==> src/rtl/chan_mux_pkg.sv <==
// Shared types and constants for the channel multiplexer family.
// Mode encodings and the packet-lock FSM state type.
package chan_mux_pkg;

    localparam logic MODE_FIXED = 1'b0;
    localparam logic MODE_RR    = 1'b1;

    typedef enum logic {SCAN, LOCK} lock_state_t;

endpackage

==> src/rtl/chan_mux_rr_rr_pick.sv <==
// rr_pick: first valid channel scanning cyclically from ptr (ptr assumed < N).
// Latency: combinational.
// Backpressure: none; pure function of valid and ptr.
module rr_pick #(
    parameter int N = 4,
    localparam int SELW = $clog2(N)
) (
    input  logic [N-1:0]    valid,
    input  logic [SELW-1:0] ptr,
    output logic            found,
    output logic [SELW-1:0] idx
);

    logic [SELW:0] j;

    always_comb begin
        found = 1'b0;
        idx   = '0;
        j     = '0;
        for (int k = 0; k < N; k++) begin
            // Explicit wrap against N so non-power-of-two N scans correctly.
            j = {1'b0, ptr} + (SELW+1)'(k);
            if (j >= (SELW+1)'(N)) j = j - (SELW+1)'(N);
            if (!found && valid[j[SELW-1:0]]) begin
                found = 1'b1;
                idx   = j[SELW-1:0];
            end
        end
    end

endmodule

==> src/rtl/chan_mux_rr.sv <==
// chan_mux_rr: N:1 valid/ready channel mux, fixed-select or round-robin; CHAN_MUX_PKT_LOCK_EN adds packet lock.
// Latency: 1 cycle from input transfer to out_valid (registered output, full throughput).
// Backpressure: while out_valid && !out_ready the beat holds and every in_ready is 0.
module chan_mux_rr
    import chan_mux_pkg::*;
#(
    parameter int N     = 4,
    parameter int WIDTH = 8,
    localparam int SELW = $clog2(N)
) (
    input  logic               clk,
    input  logic               rst,
    input  logic               mode,
    input  logic [SELW-1:0]    sel,
    input  logic [N*WIDTH-1:0] in_data,
    input  logic [N-1:0]       in_valid,
    output logic [N-1:0]       in_ready,
`ifdef CHAN_MUX_PKT_LOCK_EN
    input  logic [N-1:0]       in_last,
`endif
    output logic [WIDTH-1:0]   out_data,
    output logic [SELW-1:0]    out_chan,
    output logic               out_valid,
    input  logic               out_ready
);

    logic            load_en;
    logic [SELW-1:0] ptr;
    logic            rr_found;
    logic [SELW-1:0] rr_idx;
    logic            c_ok;
    logic [SELW-1:0] c;
    logic            xfer;

    assign load_en = !out_valid || out_ready;

    rr_pick #(.N(N)) u_pick (
        .valid (in_valid),
        .ptr   (ptr),
        .found (rr_found),
        .idx   (rr_idx)
    );

`ifdef CHAN_MUX_PKT_LOCK_EN
    lock_state_t     state_q, state_d;
    logic [SELW-1:0] lock_ch, lock_ch_d;

    always_ff @(posedge clk or posedge rst) begin
        if (rst) begin
            state_q <= SCAN;
            lock_ch <= '0;
        end else begin
            state_q <= state_d;
            lock_ch <= lock_ch_d;
        end
    end

    // c equals lock_ch whenever LOCK, so in_last[c] is the locked channel's last.
    always_comb begin
        state_d   = state_q;
        lock_ch_d = lock_ch;
        if (mode == MODE_FIXED) begin
            state_d   = SCAN;
            lock_ch_d = '0;
        end else if (xfer) begin
            if (state_q == SCAN && !in_last[c]) begin
                state_d   = LOCK;
                lock_ch_d = c;
            end else if (state_q == LOCK && in_last[c]) begin
                state_d = SCAN;
            end
        end
    end
`endif

    always_comb begin
        c_ok = 1'b0;
        c    = '0;
        if (mode == MODE_FIXED) begin
            c_ok = ({1'b0, sel} < (SELW+1)'(N));
            c    = sel;
`ifdef CHAN_MUX_PKT_LOCK_EN
        end else if (state_q == LOCK) begin
            c_ok = 1'b1;
            c    = lock_ch;
`endif
        end else begin
            c_ok = rr_found;
            c    = rr_idx;
        end
    end

    for (genvar i = 0; i < N; i++) begin : g_rdy
        assign in_ready[i] = !rst && load_en && c_ok && (c == SELW'(i));
    end

    assign xfer = load_en && c_ok && in_valid[c];

    always_ff @(posedge clk or posedge rst) begin
        if (rst) begin
            out_valid <= 1'b0;
            out_data  <= '0;
            out_chan  <= '0;
            ptr       <= '0;
        end else begin
            if (load_en) begin
                out_valid <= xfer;
                if (xfer) begin
                    out_data <= in_data[c*WIDTH +: WIDTH];
                    out_chan <= c;
                end
            end
            if (xfer && mode == MODE_RR) begin
                ptr <= (c == SELW'(N-1)) ? '0 : c + 1'b1;
            end
        end
    end

endmodule

==> config.mk <==
export PLATFORM = sky130hd
export DESIGN_NAME = chan_mux_rr
export DESIGN_NICKNAME = d
export VERILOG_FILES = /design/src/rtl/chan_mux_pkg.sv /design/src/rtl/chan_mux_rr_rr_pick.sv /design/src/rtl/chan_mux_rr.sv
export SDC_FILE = /design/constraint.sdc
export NUM_CORES = 1
export LEC_CHECK = 0
export ABC_AREA = 1
export ABC_CLOCK_PERIOD_IN_PS = 3000
export CELL_PAD_IN_SITES_DETAIL_PLACEMENT = 1
export CELL_PAD_IN_SITES_GLOBAL_PLACEMENT = 1
export CORE_UTILIZATION = 29
export DETAILED_ROUTE_END_ITERATION = 7
export PLACE_DENSITY = 0.88
export SYNTH_ARGS = -nofsm -noshare
export SYNTH_HDL_FRONTEND = slang
export SYNTH_SLANG_ARGS = --single-unit
==> constraint.sdc <==
create_clock -name clk -period 3 [get_ports clk]
set_clock_uncertainty 0.15 [all_clocks]
set_input_delay 0.6 -clock clk [delete_from_list [all_inputs] [get_ports clk]]
set_output_delay 0.6 -clock clk [all_outputs]
set_load 0.1 [all_outputs]
# After elaboration in Yosys (flattened, before gate mapping)
# Cells that the tools add are included.
# word_totals
rom_bits	0
latch_bits	0
regBits	13
elab_cells	70
mem_bits_rw	0
memories	0
inputBits	42
# op_classes
eq_ne	3
muxes	25
n_reduce_logical	20
n_lt_le_gt_ge	9
multipliers	0
add_sub_neg	8
bitwise	0
shifts	1
div_mod_pow	0
# op_table
operator	count
variable part select 32 x 6 -> 8 bit	1
2-to-1 mux 2 bit	10
< comparator 2 x 3 -> 1 bit, second input constant	5
logical AND 1 bit	12
binary-select mux 1 bit (select 2 bit)	5
2-to-1 mux 1 bit	10
greater-or-equal comparator 3 bit, second input constant	3
subtractor 2 x 1 -> 2 bit, second input constant	4
adder 2 x 2 -> 3 bit, second input constant	2
zero test 1 bit	5
== test 2 bit, second input constant	2
adder 2 x 1 -> 3 bit, second input constant	1
greater-or-equal comparator 2 x 3 -> 1 bit, second input constant	1
adder 2 x 1 -> 2 bit, second input constant	1
== test 2 x 1 -> 1 bit, second input constant	1
zero test 2 bit	1
AND reduction 2 bit	1
logical OR 1 bit	1

# Longest topological paths before layout
# Gate-level depths: netlist of the first run.
# logic_depth
word_depth	19
depth_mapped	20
ltp_nobuf	18

# Hierarchy
# Synthesis of the first run repeated with hierarchy kept, for this count alone.
# hier_totals
cells_unflattened	215
hier_area_um2	1367.6
# modules_own_cells
mod	area_per_inst_um2	n_inst	seq_area_each_um2	cells_each
chan_mux_rr	1048.5	1	325.3	156
rr_pick	319.1	1	0.0	59

# Worst setup path before layout of the first run
# No wires, ideal clock.
# synth_path
path_type	input port to output port
startpoint	in in_valid[2]
endpoint	out in_ready[1]
t_arrival_ns	3.729
required_time_ns	2.250
slack_ns	-1.479
cell_stages	13
path_buffers	2
cell_sequence	inv_1 -> nand2_1 -> nand3_1 -> nand2_2 -> nor2_4 -> nand3_4 -> nand2_1 -> nand2_1 -> nand3_4 -> nand2_2 -> buf_6 -> buf_6 -> nor3_1
# synth_via
elab_chain_len	15
elab_cells_between_ends	27
# synth_lines
element	line_no	rtl
start: declaration	chan_mux_rr.sv:16	input logic [N-1:0] in_valid,
binary-select mux 1 bit (select 2 bit)	chan_mux_rr_rr_pick.sv:24	if (!found && valid[j[SELW-1:0]]) begin
2-to-1 mux 1 bit (not written as such)	chan_mux_rr_rr_pick.sv:24	
2-to-1 mux 1 bit	chan_mux_rr_rr_pick.sv:24	
zero test 1 bit	chan_mux_rr_rr_pick.sv:24	
logical AND 1 bit	chan_mux_rr_rr_pick.sv:24	
2-to-1 mux 1 bit	chan_mux_rr_rr_pick.sv:24	
zero test 1 bit	chan_mux_rr_rr_pick.sv:24	
logical AND 1 bit	chan_mux_rr_rr_pick.sv:24	
2-to-1 mux 1 bit	chan_mux_rr_rr_pick.sv:24	
zero test 1 bit	chan_mux_rr_rr_pick.sv:24	
logical AND 1 bit	chan_mux_rr_rr_pick.sv:24	
2-to-1 mux 2 bit / 2-to-1 mux 1 bit (equally long branches)	chan_mux_rr_rr_pick.sv:24	
2-to-1 mux 2 bit / 2-to-1 mux 1 bit (equally long branches)	chan_mux_rr.sv:79	if (mode == MODE_FIXED) begin
== test 2 x 1 -> 1 bit / logical AND 1 bit (equally long branches)	chan_mux_rr.sv:94	assign in_ready[i] = !rst && load_en && c_ok && (c == SELW'(i));
logical AND 1 bit *	chan_mux_rr.sv:94	
end: declaration	chan_mux_rr.sv:17	output logic [N-1:0] in_ready,
# Mark *: on every way between the ends. The rest lies on a longest branch, timed or not. The select of a mux whose other input is x is not followed.

# Worst setup path after layout of the first run
# layout_path
startpoint	reg ptr[0]
endpoint	out in_ready[3]
# layout_via
elab_chain_len	17
elab_cells_between_ends	42
# layout_lines
element	line_no	rtl
start: declaration	chan_mux_rr.sv:28	logic [SELW-1:0] ptr;
start signal: assignment	chan_mux_rr.sv:114	ptr <= (c == SELW'(N-1)) ? '0 : c + 1'b1;
branches (longest 16 deep; another with adder 2 x 1 -> 3 bit)	n/a	
logical AND 1 bit *	chan_mux_rr.sv:94	
# Every way passes the cells marked *. The select of a mux whose other input is x is not followed.

==> results.json, run 1 <==
{
  "grt_overflow_total": 0,
  "critPathRequiredTime_ns": 2.25,
  "wl_per_cell_um": 15.84,
  "nFillCells": 562,
  "finalMaxSlewViolations": 0,
  "seq_area_sq_um": 327.8,
  "setup_slack_ns": -0.05803,
  "cts_tree": "built",
  "p_leak_uw": 0.001222,
  "reg2reg_slack_ns": 0.28,
  "grt_pass1_wl_um": 8431,
  "cp-start-kind": "flop",
  "drc": 8,
  "synth_mux_area_share_pct": 0,
  "ys_seq_area_share_pct": 23.79,
  "antenna_found_initial": 0,
  "num_vias": 1767,
  "cts-buffers-inserted": 3,
  "rows": 24,
  "drt_first_pass_iters": 6,
  "syn_area_sq_um": 1368,
  "wirelength_met1_um": 2328,
  "grt_max_degree": 16,
  "clk_pin_slew_ns": 0.05,
  "track_usage_pct": 21.24,
  "multi_input_area_sq_um": 972.2,
  "dr_wl_met3_um": 205,
  "worst_r2r_path_depth": 18,
  "path_max_fanout": 4,
  "min_period_ns": 3.058,
  "critPathTopFamily": "simple AND/OR/NAND/NOR gates",
  "max_clock_freq_mhz": 327.0,
  "r2r-end": "out_data[1]$_DFFE_PP0P_",
  "cp-end-kind": "output port",
  "status": "finished, violations left",
  "rsz0062_at_grt": "yes",
  "cts_sinks": 13,
  "violations": "DRC, setup timing",
  "hold_end": "out_data[3]$_DFFE_PP0P_",
  "syn_nets": 260,
  "syn2layout_area_growth_pct": 72.37,
  "ys_ff_latch": 13,
  "hpwl_um": 4241,
  "routed_wl_um": 5592,
  "die_h_um": 70.67,
  "worst-path-buf-inv": 4,
  "port_buffers": 56,
  "root_buffer": "clkbuf_8",
  "synth_top_family_by_area": "simple AND/OR/NAND/NOR gates",
  "timing.hold.ws_ns": 0.3347,
  "layout-drive-gt1-share_pct": 37.21,
  "crit_chain": "buf_6 > nand2_2 > nand2_2 > nand2_2 > nand2_4 > nor2_4 > nand3_4 > nand2_2 > nand2_2 > nand3_4 > nand2_4 > inv_4 > ha_4 > inv_2 > nor2_4 > buf_12",
  "vias_per_cell": 5.006,
  "period_share_pct": 101.9,
  "powerDensity_nw_per_um2": 1237,
  "nets": 346,
  "relSlewSlack_pct": 80.56,
  "clock_latency_ns": 0.24,
  "finalHoldViolCount": 0,
  "hold_path_class": "reg2reg",
  "io_pins": 57,
  "die_area_sq_um": 4994,
  "drv_cap": 0,
  "gp_congestion": 0.8679,
  "layout_commonest_cell": "nand2_1",
  "peakVddDrop_mv": 0.7059,
  "die_x_um": 70.67,
  "worst_pin_slew_ns": 0.2940,
  "synth_compound_area_share_pct": 10.25,
  "min_from": "out_data[3]$_DFFE_PP0P_",
  "place_ws_ns": -0.3793,
  "design.core.area_sq_um": 4444,
  "avgSynthCellArea_sq_um": 6.331,
  "cts-htree-levels": 1,
  "synth-adder-area-share_pct": 1.830,
  "n_antenna_cell": 0,
  "finalPower_uw": 2915,
  "hold_depth": 2,
  "worstReg2RegStart": "ptr[0]$_DFFE_PP0P_",
  "start_util_pct": 30.77,
  "ys_types": 24,
  "yosys_warnings": 0,
  "yosys.area_share.simple_pct": 50.50,
  "cp.arrival_ns": 2.31,
  "slowest_delay_ns": 0.47,
  "grt_pass1_vias": 1814,
  "crit_path_top_delay_cell": "dfrtp_2",
  "top_layer_used": "met4",
  "mostFrequentLayoutCells": "nand2_1 (88), buf_4 (41), clkdlybuf4s50_1 (37)",
  "fin_util_pct": 53.04,
  "synth-xor-area-share_pct": 0,
  "worst-setup-path-type": "reg2out",
  "cts_buffer_depth": 2,
  "routed-wl-met2_um": 2900,
  "drt-initial-drc-count": 68,
  "setup_violations": 4,
  "syn_inst": 216,
  "path_common_cell": "nand2_2",
  "hold_buffers": 0,
  "ant_nets": 0
}
cells by family (layout without fill, tap and decap cells):
logic type,count (synthesis),count (layout)
fa+ha+maj,2,2
flops,13,13
buf+inv,33,118
compound gates,21,21
simple gates,147,147
worst max-delay path by stage:
stage                             startpoint     endpoint  cells after the start  slack, ns
after global routing      ptr[0]$_DFFE_PP0P_  in_ready[0]                     14      -0.15
after CTS                 ptr[0]$_DFFE_PP0P_  in_ready[3]                     16     -0.003
after detailed placement         in_valid[3]  in_ready[3]                     13      -0.38
after global placement           in_valid[3]  in_ready[3]                     13      -0.33
final                     ptr[0]$_DFFE_PP0P_  in_ready[3]                     16      -0.06
after floorplan                  in_valid[0]  in_ready[1]                     13      -0.13
sequential cells by signal, summed over array words and instances (netlist names):
signal and cells:
out_chan 2, out_data 8, out_valid 1, ptr 2
area by class of cell:
| class | count | area share (%) |
|---|---|---|
| Multi-Input combinational cell | 170 | 41.24 |
| Tap cell | 52 | 2.760 |
| Inverter | 24 | 4.352 |
| Sequential cell | 13 | 13.91 |
| Clock buffer | 4 | 1.911 |
| Timing Repair Buffer | 90 | 35.83 |
Yosys cell counts, drive strengths merged:
| master | number | share of area [%] |
|---|---|---|
| dfrtp | 13 | 24 |
| o21ai | 10 | 5.9 |
| a21oi | 10 | 3.9 |
| buf | 9 | 6.5 |
| inv | 24 | 7.1 |
| nor3 | 2 | 0.73 |
| nand3 | 21 | 11 |
| a31oi | 1 | 0.46 |
| nand4 | 4 | 1.8 |
| ha | 2 | 1.8 |
| nor2 | 7 | 3.0 |
| or2 | 1 | 0.46 |
| nand2 | 112 | 34 |
layer usage:
metal  GRT usage (%)  vias up
met5               0        -
met4           7.111        0
met3           2.279       16
met2           38.51       60
met1           26.32      846
li1                -      845
report_power, final:
group / switching [uW] / internal [uW] / total [uW]
Sequential: 74.2 / 267 / 341
Clock: 57.0 / 93.4 / 150
Combinational: 1610 / 814 / 2420
Total: 1740 / 1170 / 2910
repair_timing:
item	4_1_cts	5_1_grt
gates cloned	0	0
endpoints found under the setup margin	4	4
buffers inserted	4	6
resized for setup	24	16
pin swaps	7	6
worst min-delay path, stage by stage (launching register included):
cell	delay (ns)
dfrtp_1	0.34
nand2_1	0.06
nand2_1	0.06
stage by stage:
step,cells,area [sq um],setup TNS [ns]
final,353,2357,-0.1763
after detailed placement,339,2170,-4.073
after global routing,353,2357,-0.5554
after floorplan,216,1431,-0.2263
after global placement,339,2170,-1.886
after CTS,347,2257,-0.002732
Power figures use the tool's default switching activity.
==> inputs of run 2 (changes only) <==
SKIP_CTS_REPAIR_TIMING = 1   (was not set)
==> run 2 against run 1 <==
- largest cell class unchanged
- non-clock buffer count decreased by 5
- clock power about the same
- the flow still finishes with violations (DRC, setup timing)
- global-route usage decreased by 1.1 points
- largest power group unchanged
- critical path type unchanged
- count of clock-buffer cells in the layout unchanged
- highest routed layer unchanged
- maximum frequency decreased by 0.52%
==> results.json, run 2 (synthesis gave the netlist of run 1 again) <==
{
  "grt_max_degree": 16,
  "wl_per_cell_um": 14.75,
  "grt_pass1_wl_um": 8024,
  "top_layer_used": "met4",
  "final_cell_area_sq_um": 2286,
  "setup_violations": 3,
  "crit_chain": "inv_4 > nand2_1 > nand2_1 > nand2_2 > nand2_4 > nor2_4 > buf_4 > a31oi_2 > nand2_1 > buf_4 > nor3_4 > buf_12",
  "track_usage_pct": 20.10,
  "rows": 24,
  "critPathTopFamily": "simple AND/OR/NAND/NOR gates",
  "min_period_ns": 3.074,
  "design.core.area_sq_um": 4444,
  "cts-htree-levels": 1,
  "fin_util_pct": 51.44,
  "clock_latency_ns": 0.23,
  "finalHoldViolCount": 0,
  "worst_pin_slew_ns": 0.2928,
  "layout-drive-gt1-share_pct": 31.76,
  "hold_path_class": "reg2reg",
  "dr_wl_met3_um": 148,
  "max_clock_freq_mhz": 325.3,
  "relSlewSlack_pct": 80.64,
  "finalNonFillerCells": 348,
  "syn2layout_area_growth_pct": 67.15,
  "drv_cap": 0,
  "finalMaxSlewViolations": 0,
  "vias_per_cell": 4.833,
  "drt-initial-drc-count": 49,
  "rsz0062_at_grt": "yes",
  "die_x_um": 70.67,
  "port_buffers": 56,
  "hold_depth": 2,
  "worst-path-buf-inv": 4,
  "cts_buffer_depth": 2,
  "status": "finished, violations left",
  "gp_congestion": 0.8679,
  "die_h_um": 70.67,
  "routed_wl_um": 5134,
  "wirelength_met1_um": 2203,
  "io_pins": 57,
  "path_max_fanout": 8,
  "cts_sinks": 13,
  "clk_pin_slew_ns": 0.05,
  "reg2reg_slack_ns": 0.34,
  "start_util_pct": 30.77,
  "layout_commonest_cell": "nand2_1",
  "placedCellCount": 339,
  "nets": 341,
  "cp-start-kind": "flop",
  "cts-buffers-inserted": 3,
  "hold_end": "out_data[3]$_DFFE_PP0P_",
  "placed_area_sq_um": 2170,
  "powerDensity_nw_per_um2": 1203,
  "root_buffer": "clkbuf_8",
  "violations": "DRC, setup timing",
  "grt_pass1_vias": 1776,
  "reg.largest.list": "out_data (8), out_chan (2), ptr (2)",
  "num_vias": 1682,
  "worst-setup-path-type": "reg2out",
  "hpwl_um": 4241,
  "cts_tree": "built",
  "setup_slack_ns": -0.07394,
  "ant_nets": 0,
  "slowest_delay_ns": 0.48,
  "worstReg2RegStart": "ptr[0]$_DFFE_PP0P_",
  "drt_first_pass_iters": 6,
  "period_share_pct": 102.5,
  "largest_reg_flops": 8,
  "n_antenna_cell": 0,
  "drc": 8,
  "antenna_found_initial": 0,
  "die_area_sq_um": 4994,
  "mostFrequentLayoutCells": "nand2_1 (95), clkdlybuf4s50_1 (37), buf_4 (37)",
  "cp.arrival_ns": 2.32,
  "regMostFlops": "out_data",
  "crit_path_top_delay_cell": "dfrtp_2",
  "worst_r2r_path_depth": 18,
  "routed-wl-met2_um": 2657,
  "r2r-end": "out_data[1]$_DFFE_PP0P_",
  "p_leak_uw": 0.001229,
  "path_common_cell": "nand2_1",
  "min_from": "out_data[3]$_DFFE_PP0P_",
  "grt_overflow_total": 0,
  "critPathRequiredTime_ns": 2.25,
  "cp-end-kind": "output port",
  "peakVddDrop_mv": 0.6960
}
run 2: cell count changes in the layout (fill, tap and decap cells not counted), moves of 2 or more:
cell,delta
clkdlybuf4s15_2,-2
buf_4,-4
dlymetal6s2s_1,+4
nand2_2,-6
buf_2,-2
nand2_1,+7
run 2: worst min-delay path, stage by stage (launching register included):
cell and delay (ns):
dfrtp_1 0.34, nand2_1 0.06, nand2_1 0.06
run 2: cell type report:
class / instances / area (sq um)
fillers: 565 / 2158
inverters: 24 / 97.59
well taps: 52 / 65.06
repair buffers: 85 / 820.8
clock buffers: 4 / 45.04
flip-flops and latches: 13 / 327.8
multi-input cells: 170 / 929.6
run 2: worst max-delay path by stage:
stage	from	end	depth (start not counted)	slack, ns
finish	ptr[0]$_DFFE_PP0P_	in_ready[0]	12	-0.07
CTS	in_valid[3]	in_ready[3]	13	-0.39
global placement	in_valid[3]	in_ready[3]	13	-0.33
detailed placement	in_valid[3]	in_ready[3]	13	-0.38
floorplan	in_valid[0]	in_ready[1]	13	-0.13
global route	ptr[0]$_DFFE_PP0P_	in_ready[3]	16	-0.17
run 2: per-layer routing:
metal  vias to the layer above  global-route usage [%]
li1                        833                       -
met1                       799                   24.30
met2                        40                   37.65
met3                        10                   1.852
met4                         0                   6.222
met5                         -                       0
run 2: stage by stage:
stage                     setup slack [ns]  hold WS (ns)  power (uW)  setup TNS [ns]
after floorplan                    -0.1326        0.3352        1920         -0.2263
final                             -0.07394        0.3339        2750         -0.1784
after global routing               -0.1685        0.3550        2939         -0.6052
after CTS                          -0.3904        0.3392        2676          -1.422
after detailed placement           -0.3793        0.3244        2519          -4.073
after global placement             -0.3310        0.3136        2439          -1.886
run 2: power breakdown:
group	leakage, uW	switching, uW	internal (uW)
clock	0.0000228	55.6	93.3
sequential	0.000158	78.0	267
combinational	0.00105	1520	741
total	0.00123	1650	1100
==> variant 1, RTL diff (flow settings as in run 2) <==
Add a define of `CHAN_MUX_PKT_LOCK_EN`.
--- a/src/rtl/chan_mux_rr.sv
+++ b/src/rtl/chan_mux_rr.sv
@@ -3,2 +3,4 @@
 // Backpressure: while out_valid && !out_ready the beat holds and every in_ready is 0.
+`define CHAN_MUX_PKT_LOCK_EN
+
 module chan_mux_rr
Ports: changed (added in_last); port bits go from 57 to 61. No check against the original RTL was run, so the function may have changed too.
==> variant 1 against run 2 <==
The flow finishes with violations (negative setup slack). Routed wire length grew 9.9%. Die area increased by 5.2%. Design area grew 8.0%. Power increased by 11%. Sequential power increased by 20%. Sequential cell count up 3. Setup slack got worse by 0.020 ns. Synthesized area up 5.4%. Largest cell class unchanged. Highest routed layer unchanged.
==> variant 1: results (changes against run 2) <==
- The worst setup slack before clock tree synthesis is -0.396 ns (-0.0169 ns).
* Setup WS post-layout: -0.0938 ns (-0.0198 ns)
- The maximum fanout count along the critical path came to 3 (-5).
- DPL Wire Length: 4050 um (-4.5%)
- The global-route usage over all layers was 0.218 (+0.0166).
* Avg Cell Area, Syn: 6.32 um2 (-0.15%)
- The setup violation total in the final timing report was 3 (unchanged).
- Clock-pin slew of the registers on the worst-case setup and hold paths: 0.07 ns (+0.02 ns)
- Number of flip-flops in the largest register: 8 (unchanged)
- The static power due to leakage is 1.21 nW (-1.6%).
* Internal power component: 1.22 mW (+11%)
- Largest register by flop count: out_data
- Cell type of the slowest stage on the worst timing path: clkdlybuf4s50_1
- The layout net count was 357 (+4.7%).
- TritonCTS buffer count: 3 (unchanged)
* Asr flop ratio synth: 1.00 (unchanged)
- Peak supply drop: 993 uV (+43%)
- Share of the yosys chip area belonging to registers: 0.278 (+0.0399)
- The fraction of met3 tracks used by global routing is 0.0431 (+0.0245).
* Non-filler instance count after layout: 373 (+7.2%)
- The worst-case clock buffer depth is 2 (unchanged).
- The routed via count divided by cell count is 4.86 (+0.51%).
* Sum Neg Setup Slack: -0.206 ns (-0.0273 ns)
- The worst max-slew margin expressed relative to the limit came to 0.707 (-0.0991).
* Power consumed by combinational cells: 2.44 mW (+8%)
- By area the synthesized netlist is led by dfrtp_1 28%, nand2_1 22%, o21ai_0 7.3%.
* Share of total power in combinational logic: 0.799 (-0.022)
- Proportion of layout cells with a drive suffix above 1: 0.330 (+0.0125)
* Detail Route met2 WL: 3030 um (+14%)
* Portion of total power attributed to sequential cells: 0.135 (+0.010)
- The wire length of the first global-routing pass was 8650 um (+7.7%).
* Run status: finished, violations left
* Routed length on met3: 282 um (+91%)
* Post-placement cell area: 2280 um2 (+5.0%)
- Top cells by instance count after synthesis: 85 x nand2_1, 23 x inv_1, 21 x o21ai_0
- Ant. Diodes: 0 (unchanged)
- Total of warnings raised by yosys: 0 (unchanged)
- Arrival time worst endpoint: 2.34 ns (+0.02 ns)
- Clock root buffer: clkbuf_8
- Post-synthesis share of cell area spent on full adders, half adders and majority gates: 0.0347 (+0.0164)
* Number of antenna violations at the first check in global routing: 0 (unchanged)
- The worst stage delay on the critical path was 0.50 ns (+0.02 ns).
* Net count of the mapped netlist: 278 (+6.9%)
- Total wire length after detailed routing: 5640 um (+9.9%)
- The detailed router's first-iteration violation count came to 58 (+18%).
- The count of port buffers added during placement is 60 (+7.1%).
- The number of detailed-routing iterations run before antenna repair was 4 (-2).
* Met1 Wirelength: 2130 um (-3.3%)
- The pin count of the biggest net entering global routing is 21 (+5).
* Clock network latency to the later pin of the worst-skew pair: 0.25 ns (+0.02 ns)
- The placer congestion estimate is 0.859 (-1.0%).
- The synthesized-area fraction occupied by ao, oa, aoi and oai cells is 0.135 (+0.0321).
- The met2 usage was 0.413 (+0.0368).
* Met1 layer usage reported by global route: 0.236 (-0.00686)
* Violations in the final reports: negative setup slack
* Top routing layer in use: met4
## variant 1: path summary, 6_finish.rpt
path,from,end,slack [ns],depth (start not counted)
setup / recovery,mode,in_ready[0],-0.09,9
hold / removal,out_data[2],out_data[2],0.34,2
setup reg to reg,ptr[0],ptr[0],0.33,20
hold reg to reg,out_data[2],out_data[2],0.34,2
max in group asynchronous,rst,ptr[0],1.91,3
min in group asynchronous,rst,lock_ch[1],0.59,3
## variant 1: worst max-delay path, delay by kind of cell
kind / cells / cell delay [ns]
buf+inv: 4 / 0.80
compound gates: 2 / 0.46
simple gates: 2 / 0.26
fa+ha+maj: 1 / 0.21
## variant 1: area by class of cell
class	instances	area, um2
Inverter	26	110
Clock buffer	4	55.1
Multi-Input combinational cell	178	1020
Timing Repair inverter	1	5.00
Timing Repair Buffer	81	788
Tap cell	67	83.8
Sequential cell	16	402
Fill cell	629	2290
==> variant 2, RTL diff (settings of run 2) <==
Without the edit above. Change the parameter `WIDTH` from 8 to 6.
--- a/src/rtl/chan_mux_rr.sv
+++ b/src/rtl/chan_mux_rr.sv
@@ -7,3 +7,3 @@
     parameter int N     = 4,
-    parameter int WIDTH = 8,
+    parameter int WIDTH = 6,
     localparam int SELW = $clog2(N)
Interface: changed (resized in_data and out_data); port bits go from 57 to 47. The function was not compared with the original's and may differ.
==> variant 2 against run 2 <==
Maximum frequency increased by 4.8%. Synthesized area decreased by 12%. Combinational power decreased by 16%. Design area decreased by 9.7%. Sequential share of layout area decreased by 0.89 points. Power decreased by 15%. First-iteration DRC count increased by 27%. Sequential power decreased by 14%. Routed wire length decreased by 19%. Setup slack improved by 0.14 ns. Cell count decreased by 8.3%. Count of clock-buffer cells in the layout decreased by 1. Sequential cell count decreased by 2. Critical endpoint is now in_ready[3].
==> variant 2: results (changes against run 2) <==
- For hold timing, the worst endpoint is out_chan[0].
- The static power due to leakage was 1.08 nW (-12%).
* Total of warnings raised by yosys: 0 (unchanged)
- Launching point of the worst reg2reg path: ptr[0]
- The setup slack on the worst flop-to-flop path came to 0.58 ns (+0.24 ns).
- Highest fanout seen on the critical path: 6 (-2)
* TritonCTS buffer count: 3 (unchanged)
* Beginning of the worst hold path: out_chan[0]
- Share of the yosys chip area belonging to registers: 0.228 (-0.00942)
* DPL Wire Length: 3230 um (-24%)
- For this run, the leading register cell type out of synthesis is dfrtp_1.
- Placer congestion estimate: 0.845 (-2.7%)
- Proportion of layout cells with a drive suffix above 1: 0.346 (+0.0282)
* Ant. Diodes: 0 (unchanged)
* Fin nets: 308 (-9.7%)
* Post-placement cell area: 1880 um2 (-13%)
- The worst hold margin is 0.333 ns (-0.000517 ns).
* Hold path cells: 2 (unchanged)
- The largest registers in the layout are out_data x6, out_chan x2, ptr x2.
* Buffers on Ports: 46 (-18%)
- Global routing usage on met2: 0.376 (about the same)
* All-layer global routing usage: 0.192 (-0.00852)
- Clock network latency to the later pin of the worst-skew pair: 0.23 ns (about the same)
- Count of unique library cells instantiated by Yosys: 20 (-17%)
- The worst register-to-register path ends at out_data[3].
- Net count of the mapped netlist: 235 (-9.6%)
- The number of antenna violations at the first check in global routing came to 0 (unchanged).
- The worst reg2reg path depth came to 15 (-3).
- Peak supply drop: 786 uV (+13%)
- The clock-pin slew on the worst setup and hold paths came to 0.05 ns (about the same).
* Detailed-router iteration count before antenna repair: 4 (-2)
- The average wire per cell in the routed design came to 13.0 um (-12%).
- The worst setup slack before clock tree synthesis came to -0.317 ns (+0.0618 ns).
- The worst-case clock buffer depth is 2 (unchanged).
- Clock root buffer: clkbuf_8
* Total gr overflow: 0 (unchanged)
* Met3 track utilization from global routing: 0.0497 (+0.0311)
- The wire length of the first global-routing pass is 6410 um (-20%).
- Largest net degree at the start of global routing: 13 (-3)
- Leading post-synthesis cells by cell area: nand2_1 26%, dfrtp_1 23%, nand3_1 8.3%
- The worst hold path belongs to the class flop to flop.
* Via Count: 1,517 (-9.8%)
- The worst max-slew margin expressed relative to the limit was 0.812 (+0.00607).
- By count the netlist is led by 85 x nand2_1, 20 x nand3_1, 17 x inv_1.
- The flow ran to the end, and the final reports show no timing, DRC or antenna violations.
- The post-synthesis async set-or-reset flop share is 1.00 (unchanged).
- Starting DRT DRC Count: 62 (+27%)
* H-tree levels: 1 (unchanged)
- The met1 demand-to-capacity share in global routing was 0.216 (-0.0272).
variant 2: per-stage QoR:
step / setup TNS [ns] / cells / power (mW)
2_1_floorplan: -0.00300 / 197 / 1.56
3_3_place_gp: -0.894 / 309 / 1.99
3_5_place_dp: -1.02 / 309 / 2.03
4_1_cts: -1.13 / 313 / 2.20
5_1_grt: -0.136 / 319 / 2.51
6_report: 0 / 319 / 2.34
variant 2: area by class of cell:
class	count	area, um2
fill	525	1940
multi-input combinational	158	865
timing repair buffer	74	718
sequential	11	278
inverter	22	95.1
tap	50	62.6
clock buffer	3	41.3
clock inverter	1	5.00
variant 2: worst max-delay path, stage by stage (launching register included):
cell	delay, ns
dfrtp_2	0.48
buf_6	0.15
nand2_2	0.08
nand3_2	0.09
nand2_2	0.11
inv_2	0.06
nand3_2	0.08
nor2_4	0.05
nor2_4	0.17
nand2_8	0.09
inv_6	0.07
ha_2	0.18
inv_2	0.04
nor2_4	0.10
buf_12	0.18
variant 2: power by group:
part	switching [mW]	internal, mW
clock network	0.0564	0.0913
logic	1.26	0.627
registers	0.0727	0.225
variant 2: how the worst max path moves through the flow:
stage | to | cells past startpoint | from | slack, ns
global placement | in_ready[3] | 15 | in_valid[2] | -0.29
finish | in_ready[3] | 14 | ptr[0] | 0.07
CTS | in_ready[3] | 15 | in_valid[2] | -0.35
floorplan | in_ready[3] | 14 | in_valid[0] | -0.003
global route | in_ready[0] | 16 | ptr[0] | -0.05
detailed placement | in_ready[3] | 15 | in_valid[2] | -0.32
variant 2: layer usage:
layer / share of wire / vias to the layer above
li1: - / 761
met1: 0.40 / 700
met2: 0.54 / 52
met3: 0.060 / 4
met4: 0.0070 / 0
met5: 0 / -
variant 2: cells by family after synthesis:
group	Yosys count	share of synthesized area
simple gates	139	0.528
compound gates	15	0.0717
fa+ha+maj	4	0.0415
buf+inv	28	0.131
flops	11	0.228
